### src/rtl/pc_sequencer.sv
// Program-counter stage feeding instruction_fetch: resolves sequential, branch,
// jump and jump-register flow, with stall, halt and retired-instruction tracking.
module pc_sequencer #(
    parameter logic [31:0] RESET_PC   = 32'h00000000,
    parameter int          IMEM_DEPTH = 64,
    parameter logic [31:0] HALT_WORD  = 32'hFFFFFFFF
) (
    input  logic        clk,
    input  logic        rst,
    input  logic        stall,
    input  logic [31:0] ins_mem,
    input  logic [31:0] read_data1,
    input  logic [31:0] read_data2,
    output logic [31:0] pc,
    output logic [31:0] pc_plus1,
    output logic [1:0]  state,
    output logic        halted,
    output logic [31:0] retired_count
);

    localparam logic [31:0] PC_MASK = 32'(IMEM_DEPTH - 1);

    typedef enum logic [1:0] {
        ST_IDLE  = 2'b00,
        ST_RUN   = 2'b01,
        ST_STALL = 2'b10,
        ST_HALT  = 2'b11
    } state_t;

    state_t      state_q, state_d;
    logic [31:0] pc_q, pc_d;
    logic [31:0] cnt_q, cnt_d;

    logic [5:0]  op;
    logic [5:0]  funct;
    logic [31:0] imm_sext;
    logic [31:0] seq_pc;
    logic [31:0] branch_pc;
    logic [31:0] target_raw;
    logic [31:0] target;

    assign op        = ins_mem[31:26];
    assign funct     = ins_mem[5:0];
    assign imm_sext  = {{16{ins_mem[15]}}, ins_mem[15:0]};
    assign seq_pc    = pc_q + 32'd1;
    assign branch_pc = seq_pc + imm_sext;

    // Target is computed at full 32-bit width, then folded into the memory depth.
    always_comb begin
        target_raw = seq_pc;
        case (op)
            6'h04: if (read_data1 == read_data2) target_raw = branch_pc;
            6'h05: if (read_data1 != read_data2) target_raw = branch_pc;
            6'h02,
            6'h03: target_raw = {6'b0, ins_mem[25:0]};
            6'h00: if (funct == 6'h08) target_raw = read_data1;
            default: target_raw = seq_pc;
        endcase
        target = target_raw & PC_MASK;
    end

    always_comb begin
        state_d = state_q;
        pc_d    = pc_q;
        cnt_d   = cnt_q;
        case (state_q)
            ST_IDLE: state_d = ST_RUN;
            ST_RUN, ST_STALL: begin
                if (stall) begin
                    state_d = ST_STALL;
                end else if (ins_mem == HALT_WORD) begin
                    state_d = ST_HALT;
                end else begin
                    state_d = ST_RUN;
                    pc_d    = target;
                    if (cnt_q != 32'hFFFFFFFF) cnt_d = cnt_q + 32'd1;
                end
            end
            ST_HALT: state_d = ST_HALT;
            default: state_d = ST_IDLE;
        endcase
    end

    always_ff @(posedge clk or negedge rst) begin
        if (!rst) begin
            state_q <= ST_IDLE;
            pc_q    <= RESET_PC & PC_MASK;
            cnt_q   <= 32'd0;
        end else begin
            state_q <= state_d;
            pc_q    <= pc_d;
            cnt_q   <= cnt_d;
        end
    end

    assign pc            = pc_q;
    assign pc_plus1      = seq_pc & PC_MASK;
    assign state         = state_q;
    assign halted        = (state_q == ST_HALT);
    assign retired_count = cnt_q;

endmodule

### config.mk
export PLATFORM = sky130hd
export DESIGN_NAME = pc_sequencer
export DESIGN_NICKNAME = d
export VERILOG_FILES = /design/src/rtl/pc_sequencer.sv
export SDC_FILE = /design/constraint.sdc
export NUM_CORES = 1
export LEC_CHECK = 0
export CAP_MARGIN = 0
export CELL_PAD_IN_SITES_DETAIL_PLACEMENT = 0
export CELL_PAD_IN_SITES_GLOBAL_PLACEMENT = 1
export CORE_MARGIN = 3
export CORE_UTILIZATION = 27
export CTS_CLUSTER_DIAMETER = 50
export DETAILED_ROUTE_END_ITERATION = 10
export PLACE_DENSITY_LB_ADDON = 0.1
export SKIP_LAST_GASP = 1
export SLEW_MARGIN = 20
export SYNTH_ARGS = -nofsm -noshare
export SYNTH_HDL_FRONTEND = slang
export SYNTH_SLANG_ARGS = --single-unit
### constraint.sdc
create_clock -name clk -period 2.85 [get_ports clk]
set_clock_uncertainty 0.1 [all_clocks]
set_input_delay 0.7125 -clock clk [delete_from_list [all_inputs] [get_ports clk]]
set_output_delay 0.7125 -clock clk [all_outputs]
set_load 0.01 [all_outputs]
# Word-level counts from Yosys, hierarchy flattened
# Cells that the tools add are included.
# word_totals
register_bits	40
in_bits	99
out_inout_bits	99
# classes
n_addsub	3
n_eq_ne	12
n_mux	7
bitwise	2
n_reduce_logical	6
# ops
operator	n
32-bit by 1-bit adder with 32-bit output (second input constant)	1
32-bit == test	1
32-bit == test (second input constant)	1
32-bit inequality test	1
32-bit inequality test (second input constant)	1
6-bit one-hot mux with 4 select lines	1
6-bit two-way mux	3
6-bit by 2-bit == test with 1-bit output (second input constant)	2
6-bit by 3-bit == test with 1-bit output (second input constant)	2
6-bit by 1-bit adder with 6-bit output (second input constant)	1
6-bit adder	1
6-bit by 4-bit == test with 1-bit output (second input constant)	1
6-bit logical NOT	1
2-bit one-hot mux with 3 select lines	1
2-bit == test (second input constant)	2
2-bit two-way mux	2
4-bit AND reduction	1
2-bit OR reduction	2
3-bit AND reduction	1
2-bit by 1-bit == test with 1-bit output (second input constant)	1
2-bit logical NOT	1
1-bit NOT	2

# Logic depth before layout (Yosys ltp)
# logic_depth
ltp_word	4
depth_mapped	10

# Least setup slack after synthesis
# OpenSTA, ideal clock, no wires.
# synth_path
kind	reg-to-reg
start	reg pc_q[0], in the netlist pc[0]
end	reg pc_q[5], in the netlist pc[5]
setup_time_ps	126
arrival_time_ps	2475
required_time_ps	2624
setup_slack_ps	149
stages_incl_launch_ff	11
n_path_buf	0
path_cell_list	dfrtp_1 ha_1 xor2_1 ha_1 a21oi_1 nand2_1 a31oi_1 xnor2_1 mux2i_1 mux2i_1 a221o_1
# synth_via
elab_chain_len	4
word_cells_on_any_way	6
# synth_lines
item	line_no	rtl
from (decl)	31	logic [31:0] pc_q, pc_d;
from (signal assigned)	87	pc_q <= RESET_PC & PC_MASK;
from (signal assigned)	91	pc_q <= pc_d;
6-bit by 1-bit adder with 6-bit output (*)	45	assign seq_pc = pc_q + 32'd1;
named net pc_plus1[2]	15	output logic [31:0] pc_plus1,
6-bit adder (*)	46	assign branch_pc = seq_pc + imm_sext;
6-bit two-way mux (on tied branches)	53, 52	
6-bit one-hot mux with 4 select lines (*)	51	case (op)
# Mark *: on every way through the listed nets, which the timed path passes. The rest lies on a longest branch.
# A chain may end at the register's enable or synchronous reset.

# Worst setup path in the final report
# layout_path
start	reg pc_q[0], in the netlist pc[0]
end	out pc_plus1[4]
# layout_via
elab_chain_len	1
# layout_lines
item	line_no
6-bit by 1-bit adder with 6-bit output	45
to (decl)	15
# No other way between the ends.

==> flow_metrics.env <==
export IMPL_avgSynthCellArea_um2=9.235
export IMPL_htreeDepth=2
export IMPL_post_drt_wl_per_cell_um=14.37
export IMPL_insertion_delay_ns=0.28
export IMPL_max_stage_delay_ns=0.54
export IMPL_setup_violations_final=0
export IMPL_post_dp_hpwl_um=8809
export IMPL_io_pins=198
export IMPL_grtUsageMet1_pct=19.47
export IMPL_worst_slack_ns=0.08525
export IMPL_yosys_warnings=0
export IMPL_initial_utilization_pct=27.72
export IMPL_async_flop_share_pct=100.0
export IMPL_cts_max_path_buffers=2
export IMPL_diodes=0
export IMPL_cts_root_buffer="clkbuf_16"
export IMPL_core_region_area_mm2=0.01206
export IMPL_grt_ovfl_total=0
export IMPL_busiest_layer="met2"
export IMPL_grt_max_degree=41
export IMPL_antenna_found_initial=0
export IMPL_synth_cell_types=57
export IMPL_wl_um=10490
export IMPL_antenna_left=0
export IMPL_outcome="finished, final reports clean"
export IMPL_die_height_um=117.3
export IMPL_maxCapViolations=0
export IMPL_grt_setup_unrepaired="yes"
export IMPL_drt_initial_drc_count=145
export IMPL_crit_arrival_ns=1.95
export IMPL_dpl_worst_slack_ns=-0.3778
export IMPL_via_count=3214
export IMPL_grt_pass1_wl_um=16340
export IMPL_cp_cell_sequence="ha_2, nand3_1, xnor2_1, buf_4, clkdlybuf4s50_1"
export IMPL_ys_seq_area_share_pct=29.94
export IMPL_synth_cells=362
export IMPL_synth_edf_count=0
export IMPL_worst_ep_required_time_ns=2.04
export IMPL_port_buffers=145
export IMPL_worst_path_max_fanout=4
export IMPL_die_area_mm2=0.01375
export IMPL_route_detailed_drc=0
export IMPL_yosysTopAreaCellShare_pct=29.94
export IMPL_slew_viol_final=0
export IMPL_finalInstanceArea_mm2=0.005388
export IMPL_met3_usage_pct=2.982
export IMPL_ir_worst_vdd_v=0.0003909
export IMPL_fin_hold_ws_ns=0.2917
export IMPL_synth_top_flop_cell="dfrtp_1"
export IMPL_nets=671
export IMPL_placementRows=40
export IMPL_place_area_mm2=0.005150
export IMPL_synthMostInstantiatedCell="buf_4"
export IMPL_fmax_mhz=361.7
export IMPL_path_clk_slew_ns=0.06
export IMPL_synth_commonest_cells="52 x buf_4, 45 x xor2_1, 40 x dfrtp_1"
export IMPL_fillCellCount=1192
export IMPL_end_kind="primary output"
export IMPL_worstSetupPathType="flip-flop to primary output"
export IMPL_met2_usage_pct=25.98
export IMPL_drive_gt1_share_pct=15.12
export IMPL_grt_pass1_vias=3221
export IMPL_ys_ff_latch=40
export IMPL_synth_area_leaders="dfrtp_1 30%, xor2_1 12%, buf_4 12%"
export IMPL_cts_tree="built"
export IMPL_critPathLaunchType="flip-flop"
export IMPL_clock_sinks=40
export IMPL_syn_area_mm2=0.003343
export IMPL_globalRouteTotalUtil_pct=14.93
export IMPL_fin_tns_setup_ns=0
export IMPL_numCtsBuffers=5
export IMPL_p_leak_nw=2.341
export IMPL_synth_area_leader_cell="dfrtp_1"
export IMPL_place_congestion=0.8073
export IMPL_timing_final_crit_share_pct=97.01
export IMPL_final_min_clock_period_ns=2.765
export IMPL_drt_first_pass_iters=4
export IMPL_p_per_area_mw_per_mm2=623.8
export IMPL_viasPerCell=4.403
export IMPL_area_growth_syn_to_layout_pct=61.15
export IMPL_hp_class="primary input to asynchronous set/reset pin"
export IMPL_finalHoldViolCount=0
export IMPL_critPathSlowestCell="clkdlybuf4s50_1"
export IMPL_dieWidth_um=117.3
-- through the flow --
stage	total power [mW]	util (%)	std cells
floorplan	1.766	-	413
global placement	2.658	42.70	721
detailed placement	2.678	42.70	721
CTS	3.365	44.33	730
global route	3.605	44.67	730
finish	3.361	44.67	730
-- layer usage --
metal / part of all wire, % / up-vias
met4: 0.70 / 0
met2: 49 / 109
met5: 0 / -
met1: 43 / 1521
li1: - / 1578
met3: 6.6 / 6
-- final timing paths --
check                             startpoint           endpoint  slack [ns]  cells after the start
setup / recovery                       pc[0]        pc_plus1[4]        0.09                      5
hold / removal                           rst  retired_count[25]        0.29                      2
setup reg to reg                       pc[0]              pc[5]        0.24                     10
hold reg to reg            retired_count[15]  retired_count[15]        0.39                      1
max in group asynchronous                rst              pc[2]        2.14                      2
min in group clk           retired_count[15]  retired_count[15]        0.39                      1
-- area by class of cell --
type	instances	area (µm²)	share of cell area (%)
clock buffers	6	138.9	2.578
inverters	11	41.29	0.7664
multi-input cells	304	2093	38.85
well taps	168	210.2	3.902
repair buffers	199	1863	34.58
flip-flops and latches	40	1002	18.60
clock inverters	2	38.79	0.7199
-- cells in the final DEF (no fill, tap or decap), drive strengths merged, types with 6 or more instances in the layout --
| cell type | synthesis | routed |
|---|---|---|
| nand2 | 25 | 25 |
| ha | 10 | 10 |
| nor2 | 18 | 18 |
| clkbuf | 4 | 6 |
| nor3 | 8 | 8 |
| conb | 1 | 52 |
| nor4 | 14 | 14 |
| dfrtp | 40 | 40 |
| buf | 54 | 55 |
| xnor2 | 28 | 28 |
| clkdlybuf4s50 | 0 | 140 |
| and3 | 7 | 7 |
| inv | 11 | 11 |
| nand4 | 18 | 18 |
| xor2 | 45 | 45 |
| nand3 | 15 | 15 |
-- worst max-delay path: cells and delay by family, from the launching register on --
family | cells | cell delay (ns)
xor gates and xnor gates | 1 | 0.23
DFF | 1 | 0.36
and+or+nand+nor | 1 | 0.11
adders and majority gates | 1 | 0.26
buffers and inverters | 2 | 0.71
-- what timing repair did --
action,4_1_cts,5_1_grt
resized for setup,8,7
pin swaps,6,4
endpoints found under the hold margin,0,0
buffers inserted,1,0
hold buffers,0,0
endpoints found under the setup margin,5,9
-- state kept, by name, summed over array words and instances (netlist names) --
register       flops
retired_count     32
pc                 6
state              2
-- power by group --
part	internal (mW)	leakage (nW)	switching [mW]	total, mW
logic	1.03	1.74	0.870	1.90
clock network	0.438	0.0871	0.224	0.662
registers	0.659	0.517	0.135	0.794
-- logic make-up (layout without fill, tap and decap cells) --
logic type / Yosys count / count (layout) / share of synthesized area [%]
flip-flops: 40 / 40 / 29.94
multiplexers: 3 / 3 / 0.8982
buffers and inverters: 69 / 218 / 14.75
adder cells (fa/ha/maj): 11 / 11 / 4.341
other: 1 / 52 / 0.1122
AND/OR/NAND/NOR: 123 / 123 / 20.85
XOR/XNOR: 73 / 73 / 19.12
AO/OA/AOI/OAI: 42 / 42 / 9.993
Note: power is estimated with default switching activity, not from simulation.
